<file path="config.mk">
export PLATFORM = sky130hd
export DESIGN_NAME = alu_sequencer_flat
export DESIGN_NICKNAME = d
export VERILOG_FILES = /design/src/rtl/alu_sequencer_pkg.sv /design/src/rtl/alu_sequencer_if.sv /design/src/rtl/alu_sequencer_funct_decode.sv /design/src/rtl/alu_sequencer.sv /design/src/flat_wrapper.sv
export SDC_FILE = /design/constraint.sdc
export NUM_CORES = 1
export LEC_CHECK = 0
export ABC_CLOCK_PERIOD_IN_PS = 2100
export CORE_ASPECT_RATIO = 1.2
export CORE_UTILIZATION = 30
export CTS_CLUSTER_SIZE = 28
export DETAILED_ROUTE_END_ITERATION = 10
export SYNTH_ARGS = -nofsm -noshare
export SYNTH_HDL_FRONTEND = slang
export SYNTH_SLANG_ARGS = --single-unit
</file>
<file path="constraint.sdc">
create_clock -name clk -period 2.1 [get_ports clk]
set_input_delay 0.42 -clock clk [delete_from_list [all_inputs] [get_ports clk]]
set_output_delay 0.42 -clock clk [all_outputs]
set_load 0.03 [all_outputs]
</file>
<file path="src/rtl/alu_sequencer_pkg.sv">
// Shared constants and types for the R-type ALU sequencer: funct codes,
// ALU operation codes, FSM state encoding and the decode result record.
package alu_sequencer_pkg;

    localparam int DATA_INDEX_LIMIT = 31;
    localparam int DATA_W           = DATA_INDEX_LIMIT + 1;
    localparam int REG_AW           = 5;

    localparam logic [5:0] FN_ADD = 6'h20;
    localparam logic [5:0] FN_SUB = 6'h22;
    localparam logic [5:0] FN_MUL = 6'h2c;
    localparam logic [5:0] FN_SRL = 6'h02;
    localparam logic [5:0] FN_SLL = 6'h01;
    localparam logic [5:0] FN_AND = 6'h24;
    localparam logic [5:0] FN_OR  = 6'h25;
    localparam logic [5:0] FN_NOR = 6'h27;
    localparam logic [5:0] FN_SLT = 6'h2a;

    localparam logic [3:0] OP_NONE = 4'h0;
    localparam logic [3:0] OP_ADD  = 4'h1;
    localparam logic [3:0] OP_SUB  = 4'h2;
    localparam logic [3:0] OP_MUL  = 4'h3;
    localparam logic [3:0] OP_SRL  = 4'h4;
    localparam logic [3:0] OP_SLL  = 4'h5;
    localparam logic [3:0] OP_AND  = 4'h6;
    localparam logic [3:0] OP_OR   = 4'h7;
    localparam logic [3:0] OP_NOR  = 4'h8;
    localparam logic [3:0] OP_SLT  = 4'h9;

    // Entry i of the table maps to ALU opcode i+1.
    localparam int N_FN = 9;
    localparam logic [N_FN-1:0][5:0] FN_TABLE =
        {FN_SLT, FN_NOR, FN_OR, FN_AND, FN_SLL, FN_SRL, FN_MUL, FN_SUB, FN_ADD};

    typedef enum logic [1:0] {
        ST_IDLE = 2'd0,
        ST_READ = 2'd1,
        ST_EXEC = 2'd2,
        ST_WB   = 2'd3
    } state_t;

    typedef struct packed {
        logic [3:0] oprn;
        logic       is_shift;
        logic       illegal;
    } decode_t;

    function automatic logic fn_is_shift(input logic [5:0] funct);
        return (funct == FN_SRL) || (funct == FN_SLL);
    endfunction

endpackage

</file>
<file path="src/rtl/alu_sequencer_if.sv">
// Bundle of instruction handshake, register-file and ALU signals seen by the
// sequencer (master) and by the datapath/fetch side (slave).
interface alu_sequencer_if;
    import alu_sequencer_pkg::*;

    logic [DATA_W-1:0] instr;
    logic              instr_valid;
    logic              instr_ready;

    logic              rf_read;
    logic [REG_AW-1:0] rf_addr_r1;
    logic [REG_AW-1:0] rf_addr_r2;
    logic [DATA_W-1:0] rf_data_r1;
    logic [DATA_W-1:0] rf_data_r2;
    logic              rf_write;
    logic [REG_AW-1:0] rf_addr_w;
    logic [DATA_W-1:0] rf_data_w;

    logic [DATA_W-1:0] alu_op1;
    logic [DATA_W-1:0] alu_op2;
    logic [3:0]        alu_oprn;
    logic [DATA_W-1:0] alu_out;
    logic              alu_zero;

    logic              done;
    logic              zero_flag;
    logic              illegal;

    modport master (
        input  instr, instr_valid, rf_data_r1, rf_data_r2, alu_out, alu_zero,
        output instr_ready, rf_read, rf_addr_r1, rf_addr_r2, rf_write,
               rf_addr_w, rf_data_w, alu_op1, alu_op2, alu_oprn,
               done, zero_flag, illegal
    );

    modport slave (
        output instr, instr_valid, rf_data_r1, rf_data_r2, alu_out, alu_zero,
        input  instr_ready, rf_read, rf_addr_r1, rf_addr_r2, rf_write,
               rf_addr_w, rf_data_w, alu_op1, alu_op2, alu_oprn,
               done, zero_flag, illegal
    );

endinterface

</file>
<file path="src/rtl/alu_sequencer_funct_decode.sv">
// Combinational funct decoder: ALU opcode, shift-operand selection and
// illegal-instruction flag.
module alu_sequencer_funct_decode
    import alu_sequencer_pkg::*;
(
    input  logic [5:0] funct,
    output decode_t    dec
);

    logic [N_FN-1:0] hit;

    genvar gi;
    generate
        for (gi = 0; gi < N_FN; gi++) begin : g_match
            assign hit[gi] = (funct == FN_TABLE[gi]);
        end
    endgenerate

    always_comb begin
        dec = '0;
        for (int i = 0; i < N_FN; i++) begin
            if (hit[i]) begin
                dec.oprn = 4'(i + 1);
            end
        end
        dec.is_shift = fn_is_shift(funct);
        dec.illegal  = ~|hit;
    end

endmodule

</file>
<file path="src/rtl/alu_sequencer.sv">
// Four-cycle R-type sequencer: accept, read operands, drive the ALU, write
// the result back and report completion, zero and illegal status.
module alu_sequencer
    import alu_sequencer_pkg::*;
(
    input  logic            clk,
    input  logic            rst_n,
    alu_sequencer_if.master bus
);

    state_t            state_reg;
    state_t            state_next;
    logic [25:0]       instr_reg;
    logic [DATA_W-1:0] op1_reg;
    logic [DATA_W-1:0] op2_reg;
    logic [3:0]        oprn_reg;
    logic              zero_reg;
    decode_t           dec;

    logic [REG_AW-1:0] rs;
    logic [REG_AW-1:0] rt;
    logic [REG_AW-1:0] rd;
    logic [4:0]        shamt;

    assign rs    = instr_reg[25:21];
    assign rt    = instr_reg[20:16];
    assign rd    = instr_reg[15:11];
    assign shamt = instr_reg[10:6];

    alu_sequencer_funct_decode u_decode (
        .funct (instr_reg[5:0]),
        .dec   (dec)
    );

    always_ff @(posedge clk or negedge rst_n) begin
        if (!rst_n) begin
            state_reg <= ST_IDLE;
        end else begin
            state_reg <= state_next;
        end
    end

    always_comb begin
        state_next = state_reg;
        case (state_reg)
            ST_IDLE: if (bus.instr_valid) state_next = ST_READ;
            ST_READ: state_next = ST_EXEC;
            ST_EXEC: state_next = ST_WB;
            ST_WB:   state_next = ST_IDLE;
            default: state_next = ST_IDLE;
        endcase
    end

    always_comb begin
        bus.instr_ready = 1'b0;
        bus.rf_read     = 1'b0;
        bus.rf_addr_r1  = '0;
        bus.rf_addr_r2  = '0;
        bus.rf_write    = 1'b0;
        bus.rf_addr_w   = '0;
        bus.done        = 1'b0;
        bus.illegal     = 1'b0;
        case (state_reg)
            ST_IDLE: bus.instr_ready = 1'b1;
            ST_READ: begin
                bus.rf_read    = 1'b1;
                bus.rf_addr_r1 = rs;
                bus.rf_addr_r2 = rt;
            end
            ST_EXEC: ;
            ST_WB: begin
                bus.done      = 1'b1;
                bus.illegal   = dec.illegal;
                // Register 0 is hard-wired, so a write to it is suppressed.
                bus.rf_write  = !dec.illegal && (rd != '0);
                bus.rf_addr_w = rd;
            end
            default: ;
        endcase
    end

    always_ff @(posedge clk or negedge rst_n) begin
        if (!rst_n) begin
            instr_reg <= '0;
            op1_reg   <= '0;
            op2_reg   <= '0;
            oprn_reg  <= OP_NONE;
            zero_reg  <= 1'b0;
        end else begin
            if (state_reg == ST_IDLE && bus.instr_valid) begin
                instr_reg <= bus.instr[25:0];
            end
            if (state_reg == ST_EXEC) begin
                // Shifts take the value from rt and the amount from shamt.
                op1_reg  <= dec.is_shift ? bus.rf_data_r2 : bus.rf_data_r1;
                op2_reg  <= dec.is_shift ? {27'b0, shamt} : bus.rf_data_r2;
                oprn_reg <= dec.oprn;
            end
            if (state_reg == ST_WB) begin
                zero_reg <= bus.alu_zero;
            end
        end
    end

    assign bus.alu_op1   = op1_reg;
    assign bus.alu_op2   = op2_reg;
    assign bus.alu_oprn  = oprn_reg;
    assign bus.zero_flag = zero_reg;
    assign bus.rf_data_w = bus.alu_out;

endmodule

</file>
<file path="src/flat_wrapper.sv">
// flat-port wrapper written by rule: the top's interface ports become plain ports
module alu_sequencer_flat import alu_sequencer_pkg::*;
  (clk, rst_n, bus_instr, bus_instr_valid, bus_rf_data_r1, bus_rf_data_r2, bus_alu_out, bus_alu_zero, bus_instr_ready, bus_rf_read, bus_rf_addr_r1, bus_rf_addr_r2, bus_rf_write, bus_rf_addr_w, bus_rf_data_w, bus_alu_op1, bus_alu_op2, bus_alu_oprn, bus_done, bus_zero_flag, bus_illegal);
  alu_sequencer_if bus_i ();
  input  logic clk;
  input  logic rst_n;
  input wire logic [$bits(bus_i.instr)-1:0] bus_instr;
  input wire logic [$bits(bus_i.instr_valid)-1:0] bus_instr_valid;
  input wire logic [$bits(bus_i.rf_data_r1)-1:0] bus_rf_data_r1;
  input wire logic [$bits(bus_i.rf_data_r2)-1:0] bus_rf_data_r2;
  input wire logic [$bits(bus_i.alu_out)-1:0] bus_alu_out;
  input wire logic [$bits(bus_i.alu_zero)-1:0] bus_alu_zero;
  output wire logic [$bits(bus_i.instr_ready)-1:0] bus_instr_ready;
  output wire logic [$bits(bus_i.rf_read)-1:0] bus_rf_read;
  output wire logic [$bits(bus_i.rf_addr_r1)-1:0] bus_rf_addr_r1;
  output wire logic [$bits(bus_i.rf_addr_r2)-1:0] bus_rf_addr_r2;
  output wire logic [$bits(bus_i.rf_write)-1:0] bus_rf_write;
  output wire logic [$bits(bus_i.rf_addr_w)-1:0] bus_rf_addr_w;
  output wire logic [$bits(bus_i.rf_data_w)-1:0] bus_rf_data_w;
  output wire logic [$bits(bus_i.alu_op1)-1:0] bus_alu_op1;
  output wire logic [$bits(bus_i.alu_op2)-1:0] bus_alu_op2;
  output wire logic [$bits(bus_i.alu_oprn)-1:0] bus_alu_oprn;
  output wire logic [$bits(bus_i.done)-1:0] bus_done;
  output wire logic [$bits(bus_i.zero_flag)-1:0] bus_zero_flag;
  output wire logic [$bits(bus_i.illegal)-1:0] bus_illegal;
  assign bus_i.instr = bus_instr;
  assign bus_i.instr_valid = bus_instr_valid;
  assign bus_i.rf_data_r1 = bus_rf_data_r1;
  assign bus_i.rf_data_r2 = bus_rf_data_r2;
  assign bus_i.alu_out = bus_alu_out;
  assign bus_i.alu_zero = bus_alu_zero;
  assign bus_instr_ready = bus_i.instr_ready;
  assign bus_rf_read = bus_i.rf_read;
  assign bus_rf_addr_r1 = bus_i.rf_addr_r1;
  assign bus_rf_addr_r2 = bus_i.rf_addr_r2;
  assign bus_rf_write = bus_i.rf_write;
  assign bus_rf_addr_w = bus_i.rf_addr_w;
  assign bus_rf_data_w = bus_i.rf_data_w;
  assign bus_alu_op1 = bus_i.alu_op1;
  assign bus_alu_op2 = bus_i.alu_op2;
  assign bus_alu_oprn = bus_i.alu_oprn;
  assign bus_done = bus_i.done;
  assign bus_zero_flag = bus_i.zero_flag;
  assign bus_illegal = bus_i.illegal;
  alu_sequencer u_core (.clk(clk), .rst_n(rst_n), .bus(bus_i));
endmodule
</file>
==> metrics.md, run 1 <==
| Metric | Value |
|---|---|
| Commonest non-fill, non-tap cell in the layout | clkdlybuf4s50_1 |
| Vias | 3,982 |
| Number of CTS-inserted buffers | 9 |
| Final cycle utilization of the critical path | 107.8% |
| Final core occ | 45.78% |
| Diode count | 0 |
| Die Ht | 137.9 um |
| Final WS setup | -0.1634 ns |
| Cell variety after synth | 34 |
| Fin area | 6877 um2 |
| Area fraction of the dominant cell type after synthesis | 52.57% |
| Crit path largest cell delay | 0.39 ns |
| DP Wirelength | 9071 um |
| Power density cells | 1633 nW/um2 |
| Slew HR | 70.79% |
| Root buf cell | clkbuf_16 |
| Later-pin clock latency in the skew report | 0.34 ns |
| Top cell by count, worst path | o32a_1 |
| Initial Util | 30.74% |
| Fill cells | 1,477 |
| CP Capture Type | primary output |
| Worst IR Drop VDD | 0.7241 mV |
| Area after DPL | 6573 um2 |
| Synthesis warning total | 0 |
| Gr usage total | 16.35% |
| WP data required | 1.68 ns |
| Core ar. | 15,020 um2 |
| Grt ovf | 0 |
| Routed WL | 12,490 um |
| Post-DR vias/cell | 4.619 |
| CP Class | reg2out |
| Max Buffers Root-to-Sink | 2 |
| Routed length per placed instance | 14.49 um |
| Avg Cell Area, Syn | 9.422 um2 |
| # DRC | 0 |
| Static Leakage | 2.966 nW |
| H-tree Lvls | 3 |
| Crit start category | register |
| Vias in the first global route | 3,946 |
| Max-slew violations | 0 |
| Area contributors post-synth | dfrtp_1 (53%), nand2_1 (6.7%), mux2_2 (6.6%) |
| CP cell instances | nor2b_1, o32a_1, o32a_1, buf_4, nor2_4, buf_6 |
| Crit-path max FO | 3 |
| Post-layout minimum cycle time | 2.263 ns |
| Largest net degree at the start of global routing | 63 |
| Die area | 15,890 um2 |
| Syn Inst Count | 490 |
| Run status | finished with violations |
| I/O pin total | 253 |
| Iteration-0 DRC Markers | 180 |
| Worst-Margin Slew | 0.4382 ns |
| Synth-to-layout area growth | 48.94% |
| RSZ-0062 raised after global routing | yes |
| Yosys reg bits | 97 |
| Initial antenna violation count | 0 |
| Detailed-router iteration count before antenna repair | 4 |
| Horiz. Die Dim | 115.2 um |
| Hold Vio Cnt, Final | 0 |
| Most frequent cells in the layout | clkdlybuf4s50_1 (161), dfrtp_1 (97), nand2_1 (81) |
| Failing checks | setup timing |
| Clock-pin slew on the worst setup and hold paths | 0.06 ns |
| Sequential area share after synthesis | 52.57% |
| Crit path DAT | 1.84 ns |
| Hold slack final | 0.002895 ns |
| Post-route ant nets | 0 |
| Dominant cell type by area after synthesis | dfrtp_1 |
| Setup Skew | 0.005330 ns |
| FMAX | 441.8 MHz |
| Port Buffers | 182 |
| Final setup violation count | 2 |
| GPL Wtd Cong | 0.7888 |
| Hold WC Path Type | in2async |
| Critical path's slowest cell | dfrtp_1 |
| Power, Total | 11.23 mW |
| First-pass GRT wire length | 19,890 um |
| Sink Count | 97 |
| Crit path max-delay family | compound AO/OA/AOI/OAI gates |
| Row count | 49 |
| Bufs and invs on worst path | 2 |
| Mapped cell area | 4617 um2 |
| Max Cap Viol | 0 |
| Synth Net Count | 626 |
| Layout cell share with drive strength beyond 1 | 14.44% |
| CTS tree | built |
| Final #Nets | 789 |
## Yosys cell counts, drive strengths merged
library cell,n
a21boi,1
a21o,1
a21oi,1
a22oi,1
a311o,1
a31oi,39
a32oi,1
and2,17
and2b,1
buf,44
clkbuf,19
dfrtp,97
ha,4
inv,34
mux2,27
mux2i,1
nand2,82
nand2b,1
nand3,29
nand4,1
nor2,45
nor2b,3
nor4,1
o21ai,29
o22ai,2
o31ai,1
o32a,2
or3,1
or4,1
or4b,1
xnor2,1
xor2,1
## area by class of cell
cell class | instances | area [um2] | share of cell area (%)
clock buffers | 11 | 242.7 | 3.530
clock inverters | 5 | 55.05 | 0.8006
flip-flops and latches | 97 | 2427 | 35.30
repair buffers | 215 | 2071 | 30.11
inverters | 34 | 127.6 | 1.856
well taps | 204 | 255.2 | 3.712
multi-input cells | 296 | 1698 | 24.69
## cells by family after synthesis
group                      Yosys count  share of synthesized area (%)
xor gates and xnor gates             2                         0.3795
muxes                               28                          6.802
buffers and inverters               97                          11.46
and+or+nand+nor                    183                          17.40
adders and majority gates            4                          1.084
DFF                                 97                          52.57
AOI/OAI and AO/OA                   79                          10.30
## routing by layer
| metal | share of wire, % | vias up | track usage [%] |
|---|---|---|---|
| met5 | 0 | - | 0 |
| met1 | 41 | 1889 | 18.92 |
| li1 | - | 1917 | - |
| met4 | 2.9 | 0 | 8.514 |
| met3 | 7.6 | 29 | 4.720 |
| met2 | 48 | 147 | 27.44 |
## through the flow
step,setup TNS [ns],setup WS [ns],std cells
floorplan,0,0.07125,490
detailed placement,-0.2291,-0.2291,843
global placement,-0.2210,-0.2210,843
global route,-0.5458,-0.2531,862
CTS,-0.4674,-0.2602,861
finish,-0.2830,-0.1634,862
## report_power, final
group / total (mW) / switching [mW] / internal (mW)
clock: 1.66 / 0.712 / 0.953
sequential: 3.33 / 0.522 / 2.81
combinational: 6.24 / 3.54 / 2.69
total: 11.2 / 4.78 / 6.45
## what timing repair did
action,in CTS,in global routing
hold buffers,0,0
resized for setup,32,15
pin swaps,2,1
setup endpoints to repair,18,16
setup buffers,2,1
## final timing paths
kind	from	endpoint	slack [ns]	cells after the start
max	u_core.instr_reg[3]	bus_rf_write	-0.16	6
min	rst_n	u_core.instr_reg[24]	0.003	1
max reg2reg	u_core.instr_reg[3]	u_core.bus.alu_op1[2]	0.32	7
min reg2reg	u_core.instr_reg[16]	u_core.instr_reg[16]	0.50	1
max in group asynchronous	rst_n	u_core.bus.alu_op1[14]	1.50	2
min in group clk	u_core.instr_reg[16]	u_core.instr_reg[16]	0.50	1
(Power assumes the default switching activity.)
==> inputs of run 2 (changes only) <==
Settings changed: CORE_UTILIZATION 30 to 39, GPL_ROUTABILITY_DRIVEN set to 0, PLACE_DENSITY set to 0.81.
==> run 2 against run 1 <==
The run still ends with setup timing left. Clock-buffer cell count shrank 1. Total power shrank 2.5%. Worst hold slack gained 0.071 ns. Critical endpoint unchanged. Register-to-register slack gained 0.04 ns. Final cell count shrank 6.5%. Clock power shrank 9.6%. Critical path type unchanged. Sequential power is essentially flat. Die area shrank 23%.
==> metrics.md, run 2 (synthesis gave the netlist of run 1 again) <==
| Metric | Value |
|---|---|
| Run status | finished with violations |
| Failing checks | setup timing |
| Commonest non-fill, non-tap cell in the layout | clkdlybuf4s50_1 |
| Slew HR | 62.25% (-8.5 points) |
| Setup Skew | 0.008078 ns (+0.002747 ns) |
| Critical path's slowest cell | dfrtp_1 |
| Later-pin clock latency in the skew report | 0.33 ns (about the same) |
| Setup Buffers After CTS | 0 (-2) |
| Crit start category | register |
| Top cell by count, worst path | o32a_1 |
| Fill cells | 1,009 (-32%) |
| First-pass GRT wire length | 19,220 um (-3.4%) |
| Routed WL | 12,070 um (-3.3%) |
| Number of CTS-inserted buffers | 9 (unchanged) |
| Core ar. | 11,570 um2 (-23%) |
| DP Wirelength | 9144 um (+0.81%) |
| Die area | 12,280 um2 (-23%) |
| # DRC | 0 (unchanged) |
| H-tree Lvls | 3 (unchanged) |
| Row count | 43 (-12%) |
| Die Ht | 121.2 um (-12%) |
| Diode count | 0 (unchanged) |
| Layout cell share with drive strength beyond 1 | 13.41% (-1.0 points) |
| Post-route ant nets | 0 (unchanged) |
| Hold Vio Cnt, Final | 0 (unchanged) |
| I/O pin total | 253 (unchanged) |
| Final cycle utilization of the critical path | 105.9% (-1.9 points) |
| Power density cells | 1633 nW/um2 (about the same) |
| Crit path DAT | 1.80 ns (-0.04 ns) |
| FF/Latch Area | 2427 um2 (unchanged) |
| Iteration-0 DRC Markers | 119 (-34%) |
| Final #Nets | 781 (-1.0%) |
| Hold WC Path Type | in2async |
| Max Buffers Root-to-Sink | 2 (unchanged) |
| Initial Util | 39.91% (+9.2 points) |
| FMAX | 449.9 MHz (+1.8%) |
| Detailed-router iteration count before antenna repair | 4 (unchanged) |
| Horiz. Die Dim | 101.3 um (-12%) |
| Hold slack final | 0.07404 ns (+0.07114 ns) |
| Final WS setup | -0.1229 ns (+0.04044 ns) |
| Post-DR vias/cell | 4.990 (+8.0%) |
| Grt ovf | 0 (unchanged) |
| CP cell instances | nor2b_4, o32a_1, o32a_1, nor2_1, buf_4 |
| Footprint of the multi-input gates | 1690 um2 (-0.44%) |
| Static Leakage | 2.913 nW (-1.8%) |
| Vias | 4,022 (+1.0%) |
| RSZ-0062 raised after global routing | yes |
| Clock-pin slew on the worst setup and hold paths | 0.07 ns (about the same) |
| Worst-Margin Slew | 0.5663 ns (+0.1281 ns) |
| Final setup violation count | 2 (unchanged) |
| Gr usage total | 19.97% (+3.6 points) |
| Vias in the first global route | 4,023 (+2.0%) |
| Root buf cell | clkbuf_16 |
| Cts-stage hold buffer count | 0 (unchanged) |
| Crit path largest cell delay | 0.41 ns (+0.02 ns) |
| Initial antenna violation count | 0 (unchanged) |
| Port Buffers | 182 (unchanged) |
| Crit-path max FO | 4 (+1) |
| Max-slew violations | 0 (unchanged) |
| Most frequent cells in the layout | clkdlybuf4s50_1 (161), dfrtp_1 (97), nand2_1 (81) |
| Sink Count | 97 (unchanged) |
| CP Capture Type | primary output |
| Place WS | -0.2384 ns (-0.009296 ns) |
| WP data required | 1.68 ns (about the same) |
| Routed length per placed instance | 14.98 um (+3.4%) |
| Largest net degree at the start of global routing | 52 (-17%) |
| Max Cap Viol | 0 (unchanged) |
| CTS tree | built |
| Post-layout minimum cycle time | 2.223 ns (-0.04045 ns) |
| Worst IR Drop VDD | 0.8627 mV (+19%) |
| CP Class | reg2out |
| Synth-to-layout area growth | 45.18% |
## run 2: stage by stage
stage	instance area (um2)	std cells	util [%]	power, mW	setup TNS [ns]
2_1_floorplan	4617	490	-	7.075	0
3_3_place_gp	6469	791	55.92	9.367	-0.2227
3_5_place_dp	6469	791	55.92	9.573	-0.2425
4_1_cts	6738	806	58.25	11.04	-0.2946
5_1_grt	6703	806	57.94	11.65	-0.3641
6_report	6703	806	57.94	10.95	-0.2339
## run 2: layout make-up
type | instances | area share, %
well taps | 157 | 2.931
clock inverters | 5 | 0.4853
inverters | 34 | 1.904
multi-input cells | 296 | 25.22
flip-flops and latches | 97 | 36.21
repair buffers | 207 | 29.68
clock buffers | 10 | 3.565
## run 2: worst paths after layout
kind | startpoint | endpoint | slack (ns) | depth (start not counted)
max | u_core.instr_reg[3] | bus_rf_write | -0.12 | 5
min | rst_n | u_core.instr_reg[1] | 0.07 | 1
max reg2reg | u_core.instr_reg[5] | u_core.bus.alu_op1[5] | 0.36 | 6
min reg2reg | u_core.instr_reg[24] | u_core.instr_reg[24] | 0.51 | 1
max in group asynchronous | rst_n | u_core.bus.alu_op1[12] | 1.35 | 2
min in group clk | u_core.instr_reg[24] | u_core.instr_reg[24] | 0.51 | 1
## run 2: critical path, delay by kind of cell (launching register included)
family | cells | cell delay [ns]
flip-flops | 1 | 0.41
buffers and inverters | 1 | 0.17
AO/OA/AOI/OAI | 2 | 0.64
AND/OR/NAND/NOR | 2 | 0.26
## run 2: power by group
| group | leakage (nW) | internal, mW | switching, mW | total [mW] |
|---|---|---|---|---|
| clock network | 0.126 | 0.824 | 0.676 | 1.50 |
| registers | 1.13 | 2.81 | 0.527 | 3.34 |
| logic | 1.65 | 2.60 | 3.51 | 6.11 |
| total | 2.91 | 6.24 | 4.71 | 10.9 |
## run 2: layer usage
layer	wire length (um)	vias to the layer above	share of wire [%]	track usage (%)
met5	0	-	0	0
met4	451	0	3.7	9.058
met3	1113	46	9.2	6.682
met2	5874	213	49	33.63
met1	4633	1866	38	22.75
li1	-	1897	-	-
## run 2: what timing repair did
item / in CTS / in global routing
pin swaps: 1 / 0
setup endpoints to repair: 20 / 11
resized for setup: 38 / 12
==> inputs of run 3 (changes only) <==
--- a/config.mk
+++ b/config.mk
@@ -6,7 +6,7 @@
 export NUM_CORES = 1
 export LEC_CHECK = 0
-export ABC_CLOCK_PERIOD_IN_PS = 2100
+export ABC_CLOCK_PERIOD_IN_PS = 1900
 export CORE_ASPECT_RATIO = 1.2
-export CORE_UTILIZATION = 39
+export CORE_UTILIZATION = 35
 export CTS_CLUSTER_SIZE = 28
 export DETAILED_ROUTE_END_ITERATION = 10
==> constraint.sdc (replaced) <==
create_clock -name clk -period 1.9 [get_ports clk]
set_input_delay 0.285 -clock clk [delete_from_list [all_inputs] [get_ports clk]]
set_output_delay 0.285 -clock clk [all_outputs]
set_load 0.03 [all_outputs]
==> run 3 against run 2 <==
The run still ends with setup timing left. Combinational power grew 12%. First-iteration DRC count rose by 120%. Critical path depth unchanged. Sequential power up 11%. Sequential share of layout area down 0.39 points. Die area increased by 11%. Clock power rose by 18%. Final cell count increased by 1.5%. Clock-buffer cell count up 2. Total power up 13%. Worst setup slack lost 0.041 ns. Largest cell class unchanged.
==> metrics.md, run 3 (synthesis gave the netlist of run 1 again) <==
| Metric | Value |
|---|---|
| Run status | finished with violations |
| Failing checks | setup timing |
| Worst-Margin Slew | 0.4984 ns (-0.06784 ns) |
| RSZ-0062 raised after global routing | yes |
| Final cycle utilization of the critical path | 108.6% |
| Fill cells | 1,159 (+15%) |
| Routed length per placed instance | 14.87 um (-0.75%) |
| Crit start category | register |
| CP Capture Type | primary output |
| Hold WC Path Type | in2async |
| Reg-to-reg setup timing slack | 0.17 ns (-0.19 ns) |
| Detailed-router iteration count before antenna repair | 4 (unchanged) |
| # DRC | 0 (unchanged) |
| Crit path largest cell delay | 0.41 ns (about the same) |
| CP cell instances | nor2b_1, o32a_1, o32a_1, and2_4, buf_6 |
| Later-pin clock latency in the skew report | 0.33 ns (about the same) |
| Static Leakage | 2.930 nW (+0.56%) |
| FMAX | 484.4 MHz |
| Commonest non-fill, non-tap cell in the layout | clkdlybuf4s50_1 |
| Clock-pin slew on the worst setup and hold paths | 0.07 ns (about the same) |
| Die area | 13,660 um2 (+11%) |
| Root buf cell | clkbuf_16 |
| Grt ovf | 0 (unchanged) |
| Vias in the first global route | 4,025 (+0.050%) |
| Max Cap Viol | 0 (unchanged) |
| H-tree Lvls | 3 (unchanged) |
| Die Ht | 127.8 um (+5.5%) |
| Hold Vio Cnt, Final | 0 (unchanged) |
| First-pass GRT wire length | 19,400 um (+0.97%) |
| Place WS | -0.2877 ns (-0.04925 ns) |
| Worst IR Drop VDD | 0.8365 mV (-3.0%) |
| Largest net degree at the start of global routing | 70 (+35%) |
| Max Buffers Root-to-Sink | 2 (unchanged) |
| Initial antenna violation count | 1 (+1) |
| Post-route ant nets | 0 (unchanged) |
| Post-DR vias/cell | 4.869 (-2.4%) |
| Horiz. Die Dim | 106.8 um (+5.4%) |
| Core ar. | 12,780 um2 (+10%) |
| Beginning of the critical path | u_core.instr_reg[3] |
| Top cell by count, worst path | o32a_1 |
| Reg-to-reg endpoint | u_core.bus.alu_op1[8] |
| Synth-to-layout area growth | 46.83% |
| Final WS setup | -0.1643 ns (-0.04133 ns) |
| Max-slew violations | 0 (unchanged) |
| DP Wirelength | 8969 um (-1.9%) |
| Slew HR | 66.77% (+4.5 points) |
| Final setup violation count | 2 (unchanged) |
| Vias | 3,983 (-0.97%) |
| Power density cells | 1817 nW/um2 (+11%) |
| Routed WL | 12,160 um (+0.73%) |
| Crit-path max FO | 4 (unchanged) |
| Number of CTS-inserted buffers | 9 (unchanged) |
| Port Buffers | 182 (unchanged) |
| Sink Count | 97 (unchanged) |
| I/O pin total | 253 (unchanged) |
| CP Class | reg2out |
| Worst r2r src | u_core.instr_reg[5] |
| Initial Util | 36.12% (-3.8 points) |
| Final core occ | 53.04% (-4.9 points) |
| Critical path's slowest cell | dfrtp_1 |
| Setup Skew | 0.01083 ns (+0.002752 ns) |
| Gr usage total | 18.10% (-1.9 points) |
| Most frequent cells in the layout | clkdlybuf4s50_1 (161), dfrtp_1 (96), nand2_1 (81) |
| Post-layout minimum cycle time | 2.064 ns |
| WP data required | 1.62 ns (-0.06 ns) |
| Worst R2R Path Depth | 6 (unchanged) |
| Final #Nets | 784 (+0.38%) |
| Crit path DAT | 1.78 ns (-0.02 ns) |
| CTS tree | built |
| Row count | 45 (+4.7%) |
| Layout cell share with drive strength beyond 1 | 14.40% (+0.99 points) |
| Iteration-0 DRC Markers | 263 (+120%) |
## run 3: report_power, final
group          switching, mW  internal (mW)  total [mW]
Clock                  0.744           1.02        1.77
Combinational           3.90           2.95        6.85
Sequential             0.597           3.11        3.70
## run 3: area by class of cell
| type | count | area [um2] | share of cell area, % |
|---|---|---|---|
| sequential | 97 | 2429 | 35.83 |
| timing repair buffer | 210 | 2039 | 30.08 |
| multi-input combinational | 296 | 1685 | 24.86 |
| clock buffer | 12 | 236.5 | 3.488 |
| tap | 164 | 205.2 | 3.027 |
| inverter | 34 | 127.6 | 1.883 |
| clock inverter | 4 | 53.80 | 0.7937 |
| antenna | 1 | 2.502 | 0.03691 |
## run 3: timing repair
| action | 4_1_cts | 5_1_grt |
|---|---|---|
| hold buffers | 1 | 0 |
| gates cloned | 0 | 0 |
| gates resized for setup | 17 | 16 |
| hold endpoints to repair | 36 | 0 |
| buffers inserted | 0 | 1 |
| endpoints found under the setup margin | 10 | 29 |
| pin swaps | 2 | 0 |
## run 3: per-layer routing
metal | global-route usage [%] | share of wire [%] | up-vias
li1 | - | - | 1908
met1 | 20.29 | 39 | 1901
met2 | 32.03 | 51 | 150
met3 | 4.270 | 7.2 | 24
met4 | 8.944 | 2.9 | 0
met5 | 0 | 0 | -
## run 3: worst max-delay path by stage
stage                         to  slack (ns)  depth (start not counted)
floorplan           bus_rf_write       0.006                          5
global placement     bus_illegal       -0.27                          5
detailed placement   bus_illegal       -0.29                          6
CTS                  bus_illegal       -0.19                          5
global route        bus_rf_write       -0.23                          5
finish               bus_illegal       -0.16                          5
## run 3: stage by stage
step / std cells / area [um2] / TNS (ns) / total power, mW / hold WS (ns)
3_5_place_dp: 799 / 6485 / -0.2877 / 10.61 / 0.2840
6_report: 818 / 6779 / -0.3258 / 12.32 / 0.4511
5_1_grt: 817 / 6777 / -0.4413 / 13.14 / 0.4920
4_1_cts: 816 / 6780 / -0.3676 / 12.41 / 0.4598
3_3_place_gp: 799 / 6485 / -0.2739 / 10.38 / 0.2762
2_1_floorplan: 490 / 4617 / 0 / 7.820 / -0.01059
## run 3: critical path: cells and delay by family (launching register included)
family,cells,cell delay [ns]
compound gates,2,0.60
flops,1,0.41
simple gates,2,0.30
buf+inv,1,0.13
